`config.mk`:
```
export PLATFORM = sky130hd
export DESIGN_NAME = mem_access_unit
export DESIGN_NICKNAME = d
export VERILOG_FILES = /design/src/rtl/mem_access_unit.sv
export SDC_FILE = /design/constraint.sdc
export NUM_CORES = 1
export LEC_CHECK = 0
export CORE_ASPECT_RATIO = 0.8
export CORE_MARGIN = 5
export CORE_UTILIZATION = 43
export DETAILED_ROUTE_END_ITERATION = 16
export PLACE_DENSITY = 0.79
export SYNTH_ARGS = -nofsm -noshare
export SYNTH_HDL_FRONTEND = slang
export SYNTH_SLANG_ARGS = --single-unit
```
`constraint.sdc`:
```
create_clock -name clk -period 2.4 [get_ports clk]
set_clock_uncertainty 0.15 [all_clocks]
set_input_delay 0.72 -clock clk [delete_from_list [all_inputs] [get_ports clk]]
set_output_delay 0.72 -clock clk [all_outputs]
set_load 0.02 [all_outputs]
```
`src/rtl/mem_access_unit.sv`:
```
// Load/store stage: sub-word steering, memory req/ack handshake with watchdog, core stall.
// Latency: done two cycles after a request with an immediate ack, plus one per wait state; misaligned requests finish in one cycle.
// Backpressure: the core is stalled while an access is in flight; mem_req is held until mem_ack or the watchdog expires.
module mem_access_unit #(
    parameter int ADDR_W  = 10,
    parameter int TIMEOUT = 16
) (
    input  logic              clk,
    input  logic              rst,
    input  logic              req_valid,
    input  logic              req_we,
    input  logic [1:0]        req_size,
    input  logic              req_sign,
    input  logic [31:0]       req_addr,
    input  logic [31:0]       req_wdata,
    output logic              stall,
    output logic              done,
    output logic [31:0]       rdata,
    output logic              misalign,
    output logic              timeout,
    output logic              mem_req,
    output logic              mem_we,
    output logic [ADDR_W-1:0] mem_addr,
    output logic [3:0]        mem_be,
    output logic [31:0]       mem_wdata,
    input  logic              mem_ack,
    input  logic [31:0]       mem_rdata
);

    localparam int CNT_W = (TIMEOUT > 2) ? $clog2(TIMEOUT) : 1;

    typedef enum logic [1:0] {
        IDLE = 2'd0,
        REQ  = 2'd1,
        DONE = 2'd2
    } state_t;

    state_t      state;
    logic [CNT_W-1:0] waitCnt;
    logic        regWe;
    logic [1:0]  regSize;
    logic        regSign;
    logic [1:0]  regLane;

    logic        reqMisaligned;
    logic [3:0]  beNext;
    logic [31:0] wdataNext;
    logic [31:0] laneData;
    logic [31:0] loadData;
    logic        unusedAddrBits;

    assign unusedAddrBits = ^req_addr[31:ADDR_W+2];

    assign stall = req_valid & ~done;

    // Alignment check and lane steering on the raw request, captured when leaving IDLE.
    always_comb begin
        reqMisaligned = 1'b0;
        beNext        = 4'b1111;
        wdataNext     = req_wdata;
        case (req_size)
            2'b00: begin
                beNext    = 4'b0001 << req_addr[1:0];
                wdataNext = {4{req_wdata[7:0]}};
            end
            2'b01: begin
                reqMisaligned = req_addr[0];
                beNext        = 4'b0011 << req_addr[1:0];
                wdataNext     = {2{req_wdata[15:0]}};
            end
            2'b10:   reqMisaligned = |req_addr[1:0];
            default: reqMisaligned = 1'b1;
        endcase
        if (!req_we) begin
            beNext = 4'b1111;
        end
    end

    always_comb begin
        laneData = mem_rdata >> {regLane, 3'b000};
        loadData = mem_rdata;
        case (regSize)
            2'b00:   loadData = {{24{regSign & laneData[7]}}, laneData[7:0]};
            2'b01:   loadData = {{16{regSign & laneData[15]}}, laneData[15:0]};
            default: loadData = mem_rdata;
        endcase
    end

    always_ff @(posedge clk) begin
        if (rst) begin
            state     <= IDLE;
            waitCnt   <= '0;
            rdata     <= '0;
            done      <= 1'b0;
            misalign  <= 1'b0;
            timeout   <= 1'b0;
            mem_req   <= 1'b0;
            mem_we    <= 1'b0;
            mem_addr  <= '0;
            mem_be    <= '0;
            mem_wdata <= '0;
            regWe     <= 1'b0;
            regSize   <= '0;
            regSign   <= 1'b0;
            regLane   <= '0;
        end else begin
            done     <= 1'b0;
            misalign <= 1'b0;
            timeout  <= 1'b0;
            case (state)
                IDLE: begin
                    if (req_valid) begin
                        regWe   <= req_we;
                        regSize <= req_size;
                        regSign <= req_sign;
                        regLane <= req_addr[1:0];
                        if (reqMisaligned) begin
                            state    <= DONE;
                            done     <= 1'b1;
                            misalign <= 1'b1;
                        end else begin
                            state     <= REQ;
                            mem_req   <= 1'b1;
                            mem_we    <= req_we;
                            mem_addr  <= req_addr[ADDR_W+1:2];
                            mem_be    <= beNext;
                            mem_wdata <= wdataNext;
                        end
                    end
                end
                REQ: begin
                    if (mem_ack) begin
                        if (!regWe) begin
                            rdata <= loadData;
                        end
                        state   <= DONE;
                        done    <= 1'b1;
                        mem_req <= 1'b0;
                        mem_we  <= 1'b0;
                        waitCnt <= '0;
                    end else if (waitCnt == CNT_W'(TIMEOUT - 1)) begin
                        // Watchdog expired: abandon the access and return zero data.
                        rdata   <= '0;
                        state   <= DONE;
                        done    <= 1'b1;
                        timeout <= 1'b1;
                        mem_req <= 1'b0;
                        mem_we  <= 1'b0;
                        waitCnt <= '0;
                    end else begin
                        waitCnt <= waitCnt + 1'b1;
                    end
                end
                DONE: begin
                    state   <= IDLE;
                    waitCnt <= '0;
                end
                default: state <= IDLE;
            endcase
        end
    end

endmodule

```
==> results.yml, run 1 <==
cts:
  postCtsHoldBufs: 0
  cts_inserted_buffers: 9
  clk_latency_ns: 0.34
  cts.clk_slew.worst_paths_ns: 0.07
  cts_sinks: 95
  cts_max_level: 3
  cts-root-buf: "clkbuf_16"
  cts_tree: "yes"
  cts_buffer_depth: 2
global_route:
  antenna_found_initial: 0
  grt_pass1_vias: 4497
  grt_max_degree: 87
  grt-ovfl-total: 0
  grt_pass1_wl_um: 22000
  track_usage_pct: 22.2
route:
  first_pass_iters: 5
  num_vias: 4598
  wl_um: 14000
  drt_iter0_markers: 330
  drt.antenna.violating_nets: 0
  drc: 0
  wl_per_cell_um: 16.4
  vias_per_cell: 5.40
worst_setup_path:
  worst-path-max-fanout: 2
  cp-end-kind: "output port"
  crit_arrival_ns: 1.47
  path_class: "in2out"
  worst_ep_required_time_ns: 1.53
  critPathLaunchType: "input port"
  reg2reg_slack_ns: 0.44
die:
  initial_core_util_pct: 43.6
  die_w_um: 123
  core_um2: 10200
  die_area_um2: 12400
  std_cell_rows: 33
  die_h_um: 101
  ioPinCount: 188
timing:
  maxSlewViolCount: 0
  hold_viol_final: 0
  worstMarginPinSlew_ns: 0.493
  timing.fmax_mhz: 427
  relSlewSlack_pct: 67.1
  rsz0062_at_grt: "false"
  fin_crit_sh_pct: 97.6
  finalCriticalPeriod_ns: 2.34
  whs_ns: 0.299
  setup_violations: 0
power_and_ir_drop:
  clkPwrFrac_pct: 35.4
  leakagePower_nw: 2.52
  power_density_nw_per_um2: 599
  pwr-share-seq_pct: 42.0
  p_switching_mw: 1.13
  peakVddDrop_mv: 0.432
  swShare_pct: 27.6
  power.share.combinational_pct: 22.6
  power_mw: 4.08
  p_int_mw: 2.96
run_status:
  status: "completed"
layout:
  areaGrowthSynthToFinish_pct: 54.0
  layout.nets: 814
  final_cell_mix: "clkdlybuf4s50_1, dfxtp_1, nand2_1, a21oi_1, o21ai_0"
  final_common_cell: "clkdlybuf4s50_1"
  antennaDiodeCount: 0
  fin_cells: 851
  finalInstanceArea_um2: 6820
  drive_above_1_share_pct: 11.1
yosys:
  yosysUniqueCellTypes: 49
  synth_seq_cells: 95
  syn_area_um2: 4430
  synth_ff_type: "dfxtp_1"
  syn-instance-count: 526
  synth_edf_count: 0
  yosysWarnings: 0
  synth_nets: 634
  syn-mean-instance-area_um2: 8.42
  synth_seq_area_share_pct: 42.9
  async_reset_ff_share_pct: 0
place:
  placedCellCount: 835
  gp_congestion: 0.853
  hpwlAfterDp_um: 10300
  io_buffers: 167
  dpl_cell_area_um2: 6520
job:
  maxCapViolations: 0
min_path:
  hold_class: "reg2reg"
==> cell type report <==
class	count	area, µm²
clock buffers	11	243
clock inverters	5	57.6
fillers	816	3340
inverters	16	60.1
multi-input cells	371	2250
flip-flops and latches	95	1900
well taps	140	175
repair buffers	213	2130
==> path summary, 6_finish.rpt <==
kind                                             from                    endpoint  cells past startpoint
worst min register to register  rdata[6]$_SDFFE_PP0P_       rdata[6]$_SDFFE_PP0P_                      2
worst min-delay path            rdata[6]$_SDFFE_PP0P_       rdata[6]$_SDFFE_PP0P_                      2
worst max register to register  state[0]$_SDFFE_PP0P_  mem_wdata[11]$_SDFFE_PP0P_                      7
worst max-delay path                        req_valid                       stall                      3
==> flip-flops by register name, indices dropped and copies added (netlist names) <==
register,cells
mem_we,1
rdata,32
misalign,1
mem_addr,10
waitCnt,4
regSign,1
regSize,2
mem_wdata,32
timeout,1
done,1
state,2
mem_be,4
regLane,2
mem_req,1
regWe,1
==> power groups by stage <==
stage	sequential, mW	combinational [mW]	clock (mW)
global placement	1.75	0.899	0
floorplan	1.83	0.373	0
global route	1.73	0.996	1.55
CTS	1.72	0.921	1.47
detailed placement	1.75	0.916	0
finish	1.72	0.921	1.45
==> through the flow <==
stage	TNS (ns)	setup WS, ns	utilization, %
floorplan	0	0.302	-
global placement	-4.18	-0.398	64.2
detailed placement	-6.97	-0.412	64.2
CTS	0	0.0391	67.1
global route	0	0.0110	67.2
finish	0	0.0580	67.2
==> Yosys cell counts (12+ instances only) <==
cell type / instances / share of area (%)
dfxtp_1: 95 / 43
a22oi_1: 26 / 4.4
buf_2: 18 / 2.0
a311oi_1: 16 / 3.2
mux2i_1: 27 / 6.1
nor2_1: 34 / 2.9
a21oi_1: 45 / 5.1
nand2_1: 89 / 7.5
clkbuf_1: 19 / 1.6
inv_1: 16 / 1.4
o21ai_0: 39 / 4.4
a211oi_1: 12 / 2.0
==> worst max-delay path, cell delays in order <==
cell	delay, ns
clkdlybuf4s50_1	0.47
nor2b_1	0.13
buf_4	0.15
==> per-layer routing <==
metal	global-route usage, %	wire [µm]
met1	26.6	5770
met2	36.5	6420
met3	9.09	1560
met4	6.55	228
met5	0	0
==> timing repair <==
item	4_1_cts	5_1_grt
setup endpoints to repair	1	1
pin swaps	0	0
setup buffers	0	0
resized for setup	4	1
==> logic make-up (layout without fill, tap and decap cells) <==
kind of cell               after synthesis  count (layout)  share of synthesized area [%]
AOI/OAI and AO/OA                      175             175                           26.0
and+or+nand+nor                        163             163                           16.8
DFF                                     95              95                           42.9
buffers and inverters                   60             245                           6.27
muxes                                   29              29                           6.86
adders and majority gates                4               4                           1.13
(Power assumes the default switching activity.)
==> inputs of run 2 (changes only) <==
CORE_UTILIZATION = 45   (was 43)
GPL_TIMING_DRIVEN = 0   (was unset)
PLACE_DENSITY = 0.82   (was 0.79)
clock period = 2.8 ns   (was 2.4 ns; I/O delays follow)
==> results.yml, run 2 (synthesized netlist as in run 1, its figures left out) <==
worst_setup_path:
  critPathLaunch: "req_valid"
  worst-path-buf-inv: 3
  reg2reg_to: "mem_wdata[7]$_SDFFE_PP0P_"
  cpPeakStageDelay_ns: 0.51
  cp-end-kind: "output port"
  r2r_start: "state[0]$_SDFFE_PP0P_"
  crit_family: "buffers and inverters"
  path_class: "in2out"
  crit_arrival_ns: 1.76
  reg2reg_slack_ns: 0.55
  slowest_stage: "clkdlybuf4s50_1"
  r2r_cells: 8
  worst_ep_required_time_ns: 1.81
  worst-path-max-fanout: 2
  path_cells: "clkdlybuf4s50_1, buf_6, nor2b_1, buf_4"
  critPathLaunchType: "input port"
timing:
  hold_viol_final: 0
  timing.fmax_mhz: 364
  rsz0062_at_grt: "false"
  relSlewSlack_pct: 53.1
  setup_violations: 0
  finalCriticalPeriod_ns: 2.75
  maxSlewViolCount: 0
  fin_ws_ns: 0.0531
  worstMarginPinSlew_ns: 0.704
  fin_crit_sh_pct: 98.1
cts:
  clk_latency_ns: 0.34
  cts_inserted_buffers: 9
  cts_max_level: 3
  cts-root-buf: "clkbuf_16"
  cts_buffer_depth: 2
  cts_sinks: 95
  cts.clk_slew.worst_paths_ns: 0.06
  cts_tree: "yes"
  postCtsHoldBufs: 0
layout:
  top_regs: "mem_wdata: 32 flops, rdata: 32 flops, mem_addr: 10 flops"
  final_cell_mix: "clkdlybuf4s50_1, dfxtp_1, nand2_1, a21oi_1, o21ai_0"
  drive_above_1_share_pct: 7.93
  areaGrowthSynthToFinish_pct: 48.6
  antennaDiodeCount: 0
  layout.nets: 810
  final_core_util_pct: 68.2
  finalInstanceArea_um2: 6580
  final_common_cell: "clkdlybuf4s50_1"
power_and_ir_drop:
  power_density_nw_per_um2: 543
  peakVddDrop_mv: 0.326
  power_mw: 3.58
  leakagePower_nw: 2.40
die:
  ioPinCount: 188
  std_cell_rows: 32
  die_w_um: 121
  initial_core_util_pct: 45.9
  die_area_um2: 11900
  die_h_um: 98.7
  core_um2: 9650
route:
  vias_per_cell: 5.59
  drt.antenna.violating_nets: 0
  drc: 0
  drt_iter0_markers: 497
  wl_per_cell_um: 18.4
  wl_um: 15500
  num_vias: 4705
  first_pass_iters: 5
global_route:
  track_usage_pct: 25.5
  grt_pass1_vias: 4723
  grt-ovfl-total: 0
  grt_max_degree: 15
  antenna_found_initial: 0
  grt_pass1_wl_um: 24300
run_status:
  status: "completed"
place:
  dpl_cell_area_um2: 6240
  hpwlAfterDp_um: 11700
  place_ws_ns: -0.539
  gp_congestion: 0.920
  io_buffers: 164
job:
  maxCapViolations: 0
min_path:
  hold_path_end: "mem_addr[1]$_SDFFE_PP0P_"
  hold_depth: 2
  hold_class: "reg2reg"
  worstHoldStart: "mem_addr[1]$_SDFFE_PP0P_"
==> run 2: changes by cell type in the layout (fill, tap and decap cells not counted), sizes merged <==
cell / before / now
bufinv: 1 / 2
clkinvlp: 3 / 0
clkbuf: 11 / 31
clkdlybuf4s50: 165 / 163
buf: 48 / 27
==> run 2: metal layers <==
layer / wire length [µm] / part of all wire (%) / global-route usage, % / vias up
li1: - / - / - / 2237
met1: 6500 / 42 / 32.4 / 2196
met2: 6850 / 44 / 40.4 / 253
met3: 1900 / 12 / 10.2 / 19
met4: 206 / 1.3 / 6.88 / 0
met5: 0 / 0 / 0 / -
==> run 2: final cells by class <==
type | count | area [µm²]
Buffer | 44 | 224
Clock buffer | 12 | 267
Clock inverter | 3 | 65.1
Fill cell | 786 | 3070
Inverter | 16 | 60.1
Multi-Input combinational cell | 371 | 2250
Sequential cell | 95 | 1900
Tap cell | 136 | 170
Timing Repair Buffer | 165 | 1650
==> run 2: through the flow <==
step / setup TNS (ns) / hold slack (ns) / instances
global placement: -2.20 / 0.288 / 826
floorplan: 0 / 0.291 / 526
CTS: 0 / 0.305 / 842
detailed placement: -3.36 / 0.296 / 826
finish: 0 / 0.303 / 842
global route: 0 / 0.322 / 842
==> run 2: worst max path at each step <==
stage | cells after the start | slack, ns | endpoint
4_1_cts | 4 | 0.06 | stall
6_report | 4 | 0.05 | stall
2_1_floorplan | 2 | 0.46 | stall
5_1_grt | 4 | 0.03 | stall
3_3_place_gp | 4 | -0.48 | stall
3_5_place_dp | 4 | -0.54 | stall
==> run 2: worst min-delay path, cell delays in order, from the launching register on <==
cell and delay [ns]:
dfxtp_1 0.30, nand2_1 0.05, a21oi_1 0.05
==> run 2: power by group <==
group	leakage, nW	switching [mW]	internal (mW)
sequential	0.773	0.0449	1.42
clock	0.165	0.496	0.849
combinational	1.47	0.413	0.350
==> run 2: timing repair <==
item / 4_1_cts / 5_1_grt
endpoints found under the setup margin: 1 / 0
gates resized for setup: 7 / 0
setup buffers: 1 / 0
==> inputs of run 3 (changes only) <==
CORE_UTILIZATION = 40   (was 45)
PLACE_DENSITY = 0.74   (was 0.82)
==> results.yml, run 3 (synthesized netlist as in run 1, its figures left out) <==
run_status:
  status: "completed"
worst_setup_path:
  critPathLaunchType: "input port"
  cp-end-kind: "output port"
  crit_arrival_ns: 1.77
  path_cells: "clkdlybuf4s50_1, buf_6, nor2b_1, buf_4"
  slowest_stage: "clkdlybuf4s50_1"
  crit_family: "buffers and inverters"
  worst-path-buf-inv: 3
  worst-path-max-fanout: 10
  worst_ep_required_time_ns: 1.81
  cpPeakStageDelay_ns: 0.51
  path_class: "in2out"
power_and_ir_drop:
  peakVddDrop_mv: 0.382
  swShare_pct: 28.1
  p_switching_mw: 0.979
  pwr-share-seq_pct: 42.2
  leakagePower_nw: 2.39
  power_density_nw_per_um2: 532
  p_int_mw: 2.51
  power.share.combinational_pct: 21.8
  power_mw: 3.48
  clkPwrFrac_pct: 36.0
route:
  drt.antenna.violating_nets: 0
  drc: 0
  wl_per_cell_um: 18.2
  wl_met1_um: 6570
  wl_um: 15500
  wl_met2_um: 6880
  drt_iter0_markers: 422
  num_vias: 4659
  top_layer_used: "met4"
  first_pass_iters: 5
  vias_per_cell: 5.49
  dr_wl_met3_um: 1780
cts:
  cts-root-buf: "clkbuf_16"
  clk_latency_ns: 0.34
  cts_sinks: 95
  cts.clk_slew.worst_paths_ns: 0.06
  cts_buffer_depth: 2
  cts_inserted_buffers: 9
  postCtsHoldBufs: 0
  cts_resized: 5
  cts_tree: "yes"
  cts_max_level: 3
  postCtsSetupRepairBufs: 0
layout:
  layout.nets: 809
  nFillCells: 957
  antennaDiodeCount: 0
  final_common_cell: "clkdlybuf4s50_1"
  top_regs: "mem_wdata: 32 flops, rdata: 32 flops, mem_addr: 10 flops"
  final_cell_mix: "clkdlybuf4s50_1, dfxtp_1, nand2_1, a21oi_1, o21ai_0"
  drive_above_1_share_pct: 7.80
  areaGrowthSynthToFinish_pct: 47.9
  fin_cells: 849
timing:
  worstMarginPinSlew_ns: 0.694
  finalCriticalPeriod_ns: 2.76
  relSlewSlack_pct: 53.7
  timing.fmax_mhz: 363
  setup_violations: 0
  maxSlewViolCount: 0
  hold_viol_final: 0
  fin_crit_sh_pct: 98.4
  fin_ws_ns: 0.0436
place:
  place_ws_ns: -0.491
  io_buffers: 164
  hpwlAfterDp_um: 11800
  placedCellCount: 834
  gp_congestion: 0.840
min_path:
  hold_class: "reg2reg"
global_route:
  grt_max_degree: 15
  track_usage_pct: 22.3
  grt_pass1_vias: 4374
  antenna_found_initial: 0
  grt_pass1_wl_um: 23700
  grt-ovfl-total: 0
die:
  initial_core_util_pct: 40.8
  die_w_um: 128
  core_um2: 10800
  die_area_um2: 13300
  std_cell_rows: 34
  ioPinCount: 188
  die_h_um: 104
job:
  maxCapViolations: 0
run 3: power by group through the flow:
stage	combinational (mW)	clock, mW	sequential, mW
after floorplan	0.320	0	1.57
after detailed placement	0.754	0	1.50
after global routing	0.818	1.33	1.48
final	0.761	1.25	1.47
after CTS	0.757	1.27	1.47
after global placement	0.739	0	1.50
run 3: worst register-to-register path, delay by kind of cell (launching register included):
kind                       cells  cell delay, ns
AOI/OAI and AO/OA              2            0.48
adders and majority gates      1            0.19
buffers and inverters          3            0.68
DFF                            1            0.36
and+or+nand+nor                2            0.33
run 3: worst paths after layout:
| check | to | cells after the start | from | slack [ns] |
|---|---|---|---|---|
| min reg2reg | rdata[6]$_SDFFE_PP0P_ | 2 | rdata[6]$_SDFFE_PP0P_ | 0.30 |
| min | rdata[6]$_SDFFE_PP0P_ | 2 | rdata[6]$_SDFFE_PP0P_ | 0.30 |
| max | stall | 4 | req_valid | 0.04 |
| max reg2reg | mem_wdata[2]$_SDFFE_PP0P_ | 8 | state[0]$_SDFFE_PP0P_ | 0.54 |
run 3: per-stage QoR:
step                hold slack [ns]  util [%]   TNS [ns]  cell area [µm²]
floorplan                     0.291         -          0             4430
global placement              0.288      57.6      -2.40             6250
detailed placement            0.293      57.6      -3.91             6250
CTS                           0.302      60.3          0             6550
global route                  0.327      60.4  -0.000343             6550
finish                        0.302      60.4          0             6550
run 3: layout make-up:
| type | instances | area (µm²) | area share [%] |
|---|---|---|---|
| plain buffers | 44 | 224 | 3.42 |
| clock buffers | 11 | 253 | 3.86 |
| clock inverters | 4 | 45.0 | 0.687 |
| inverters | 16 | 60.1 | 0.917 |
| multi-input cells | 371 | 2250 | 34.3 |
| flip-flops and latches | 95 | 1900 | 29.0 |
| well taps | 144 | 180 | 2.75 |
| repair buffers | 164 | 1640 | 25.0 |
run 3: metal layers:
| layer | global-route usage [%] | up-vias |
|---|---|---|
| li1 | - | 2235 |
| met1 | 28.6 | 2171 |
| met2 | 34.6 | 237 |
| met3 | 9.19 | 16 |
| met4 | 6.29 | 0 |
| met5 | 0 | - |
==> RTL change, RTL diff (config.mk and constraints of run 2) <==
The 3 states of `state_t` get a one-hot encoding in 3 bits.
--- a/src/rtl/mem_access_unit.sv
+++ b/src/rtl/mem_access_unit.sv
@@ -29,10 +29,10 @@
 
     localparam int CNT_W = (TIMEOUT > 2) ? $clog2(TIMEOUT) : 1;
 
-    typedef enum logic [1:0] {
-        IDLE = 2'd0,
-        REQ  = 2'd1,
-        DONE = 2'd2
+    typedef enum logic [2:0] {
+        IDLE = 3'b001,
+        REQ  = 3'b010,
+        DONE = 3'b100
     } state_t;
 
     state_t      state;
Formal check against the unedited RTL: same outputs for any inputs over 4 cycles, from zero or initial values and one cycle with rst high; so few cycles prove little.
==> RTL change against run 2 <==
Final cell count decreased by 1.5%; largest cell class unchanged; synthesized area down 0.28%; sequential cell count grew 1; synthesized cell count grew 0.95%; cell area is 0.95% lower; critical path type is now in2reg; critical endpoint is now mem_wdata[13]; global-route usage rose by 1.0 points; via count is 4.5% higher; setup slack better by 0.037 ns; power fell by 4.5%; routed wire length increased by 3.1%.
==> RTL change: results (changes against run 2) <==
[status]
status=completed

[global_routing]
grt_pass1_vias=5001  ; +5.9%
grt_pass1_wl_mm=25.1  ; +3.4%
antenna_found_initial=0  ; unchanged
track_usage_pct=26.5  ; +1.0 points

[detailed_routing]
viasPerCell=5.93  ; +6.1%
wl_per_cell_um=19.2  ; +4.7%
drtIter0Drc=349  ; -30%
first_pass_iters=5  ; unchanged

[logic_synthesis]
synth_area_leaders=dfxtp_1 (44%), nand2_1 (8.3%), mux2i_1 (5.7%)
seq_area_frac_synth_pct=43.5  ; +0.57 points
yosysWarnings=0  ; unchanged
synth_common_cells=nand2_1 (98), dfxtp_1 (96), a21oi_1 (46)
ys_types=51  ; +4.1%
synth_nets=636  ; +0.32%
ys.flop_type=dfxtp_1
yosysTopAreaCellShare_pct=43.5  ; +0.57 points

[sta]
finalCritPeriodShare_pct=96.8  ; -1.3 points
worst_pin_slew_ns=0.724  ; +0.0206 ns

[final_layout]
num-nets-final=811  ; +0.12%
final_layout_size_suffix_gt1_share_pct=5.92  ; -2.0 points
top_regs=mem_wdata x32, rdata x32, mem_addr x10
num_antenna_cells=0  ; unchanged
fillers=788  ; +0.25%

[setup_path]
worstPathMaxFanout=10  ; +8
startpoint=req_addr[0]
r2r-end=rdata[16]
ff2ff_path_depth=6  ; -2
worstReg2RegStart=regLane[0]
worstPathArrival_ns=2.80  ; +1.04 ns
slowest_delay_ns=0.54  ; +0.03 ns
crit_family=buffers and inverters
cp_slowest_cell=clkdlybuf4s50_1
endpoint=mem_wdata[13]
r2r_slack_ns=0.43  ; -0.12 ns

[pwr]
p_leak_nw=2.30  ; -4.4%
ir_drop_uv=332  ; +1.8%

[clock_network]
clk_pin_slew_ns=0.07
clk_latency_ns=0.34  ; about the same
ctsLongestPathBuffers=2  ; unchanged
cts_setup_buffers=0  ; -1
numCtsBuffers=9  ; unchanged

[placement]
gp_congestion=0.902  ; -1.9%
post-place-ws_ns=-0.452  ; +0.0869 ns
dp_hpwl_mm=12.0  ; +2.6%

## RTL change: changes by cell type after synthesis, sizes merged, moves of 9 or more
cell and delta:
o21ai -14, o211ai +13, clkbuf +11, buf -10, a22oi -9, nand2 +9
## RTL change: power by group
| group | leakage, nW | internal (mW) | switching, mW |
|---|---|---|---|
| Clock | 0.149 | 0.776 | 0.512 |
| Combinational | 1.37 | 0.305 | 0.359 |
| Sequential | 0.780 | 1.43 | 0.0397 |
| Total | 2.30 | 2.51 | 0.910 |
## RTL change: cell families (layout without fill, tap and decap cells)
group	after synthesis	count (layout)	share of synthesized area [%]
AND/OR/NAND/NOR	185	185	19.6
AO/OA/AOI/OAI	165	165	24.5
flip-flops	96	96	43.5
buffers and inverters	54	233	5.01
multiplexers	29	29	6.94
adder cells (fa/ha/maj)	1	1	0.283
XOR/XNOR	1	1	0.198
## RTL change: layout make-up
class	count	area, um^2	area share, %
clock buffer	11	233	3.57
tap	119	149	2.28
inverter	9	33.8	0.518
clock inverter	4	70.1	1.07
multi-input combinational	381	2280	34.9
buffer	45	200	3.07
sequential	96	1920	29.5
timing repair buffer	164	1640	25.1
## RTL change: metrics by stage
step | setup TNS [ns] | total power [mW] | cell area (um^2) | instances
floorplan | 0 | 1.81 | 4420 | 531
global placement | -14.29 | 2.12 | 6210 | 814
detailed placement | -16.77 | 2.14 | 6210 | 814
CTS | 0 | 3.43 | 6520 | 829
global route | -0.0948 | 3.54 | 6520 | 829
finish | 0 | 3.42 | 6520 | 829
## RTL change: worst reg2reg max path, cell delays in order (launching register included)
cell and delay (ns):
dfxtp_1 0.39, buf_2 0.27, mux2_2 0.38, mux4_2 0.49, nand4b_2 0.22, buf_2 0.23, o21ai_0 0.11
## RTL change: timing repair
action                     in CTS  in global routing
gates resized for setup         6                  9
hold endpoints to repair        0                  0
hold buffers                    0                  0
setup endpoints to repair      21                 31
## RTL change: per-layer routing
layer	up-vias	share of wire [%]	global-route usage [%]
li1	2260	-	-
met1	2340	40	31.2
met2	282	47	44.1
met3	35	11	9.70
met4	0	2.4	10.4
met5	-	0	0
## RTL change: worst min-delay path by stage
stage | start | endpoint | slack, ns
floorplan | regWe | regWe | 0.29
global placement | mem_wdata[2] | mem_wdata[2] | 0.29
detailed placement | rdata[1] | rdata[1] | 0.30
CTS | rdata[1] | rdata[1] | 0.31
global route | rdata[1] | rdata[1] | 0.33
finish | rdata[1] | rdata[1] | 0.30
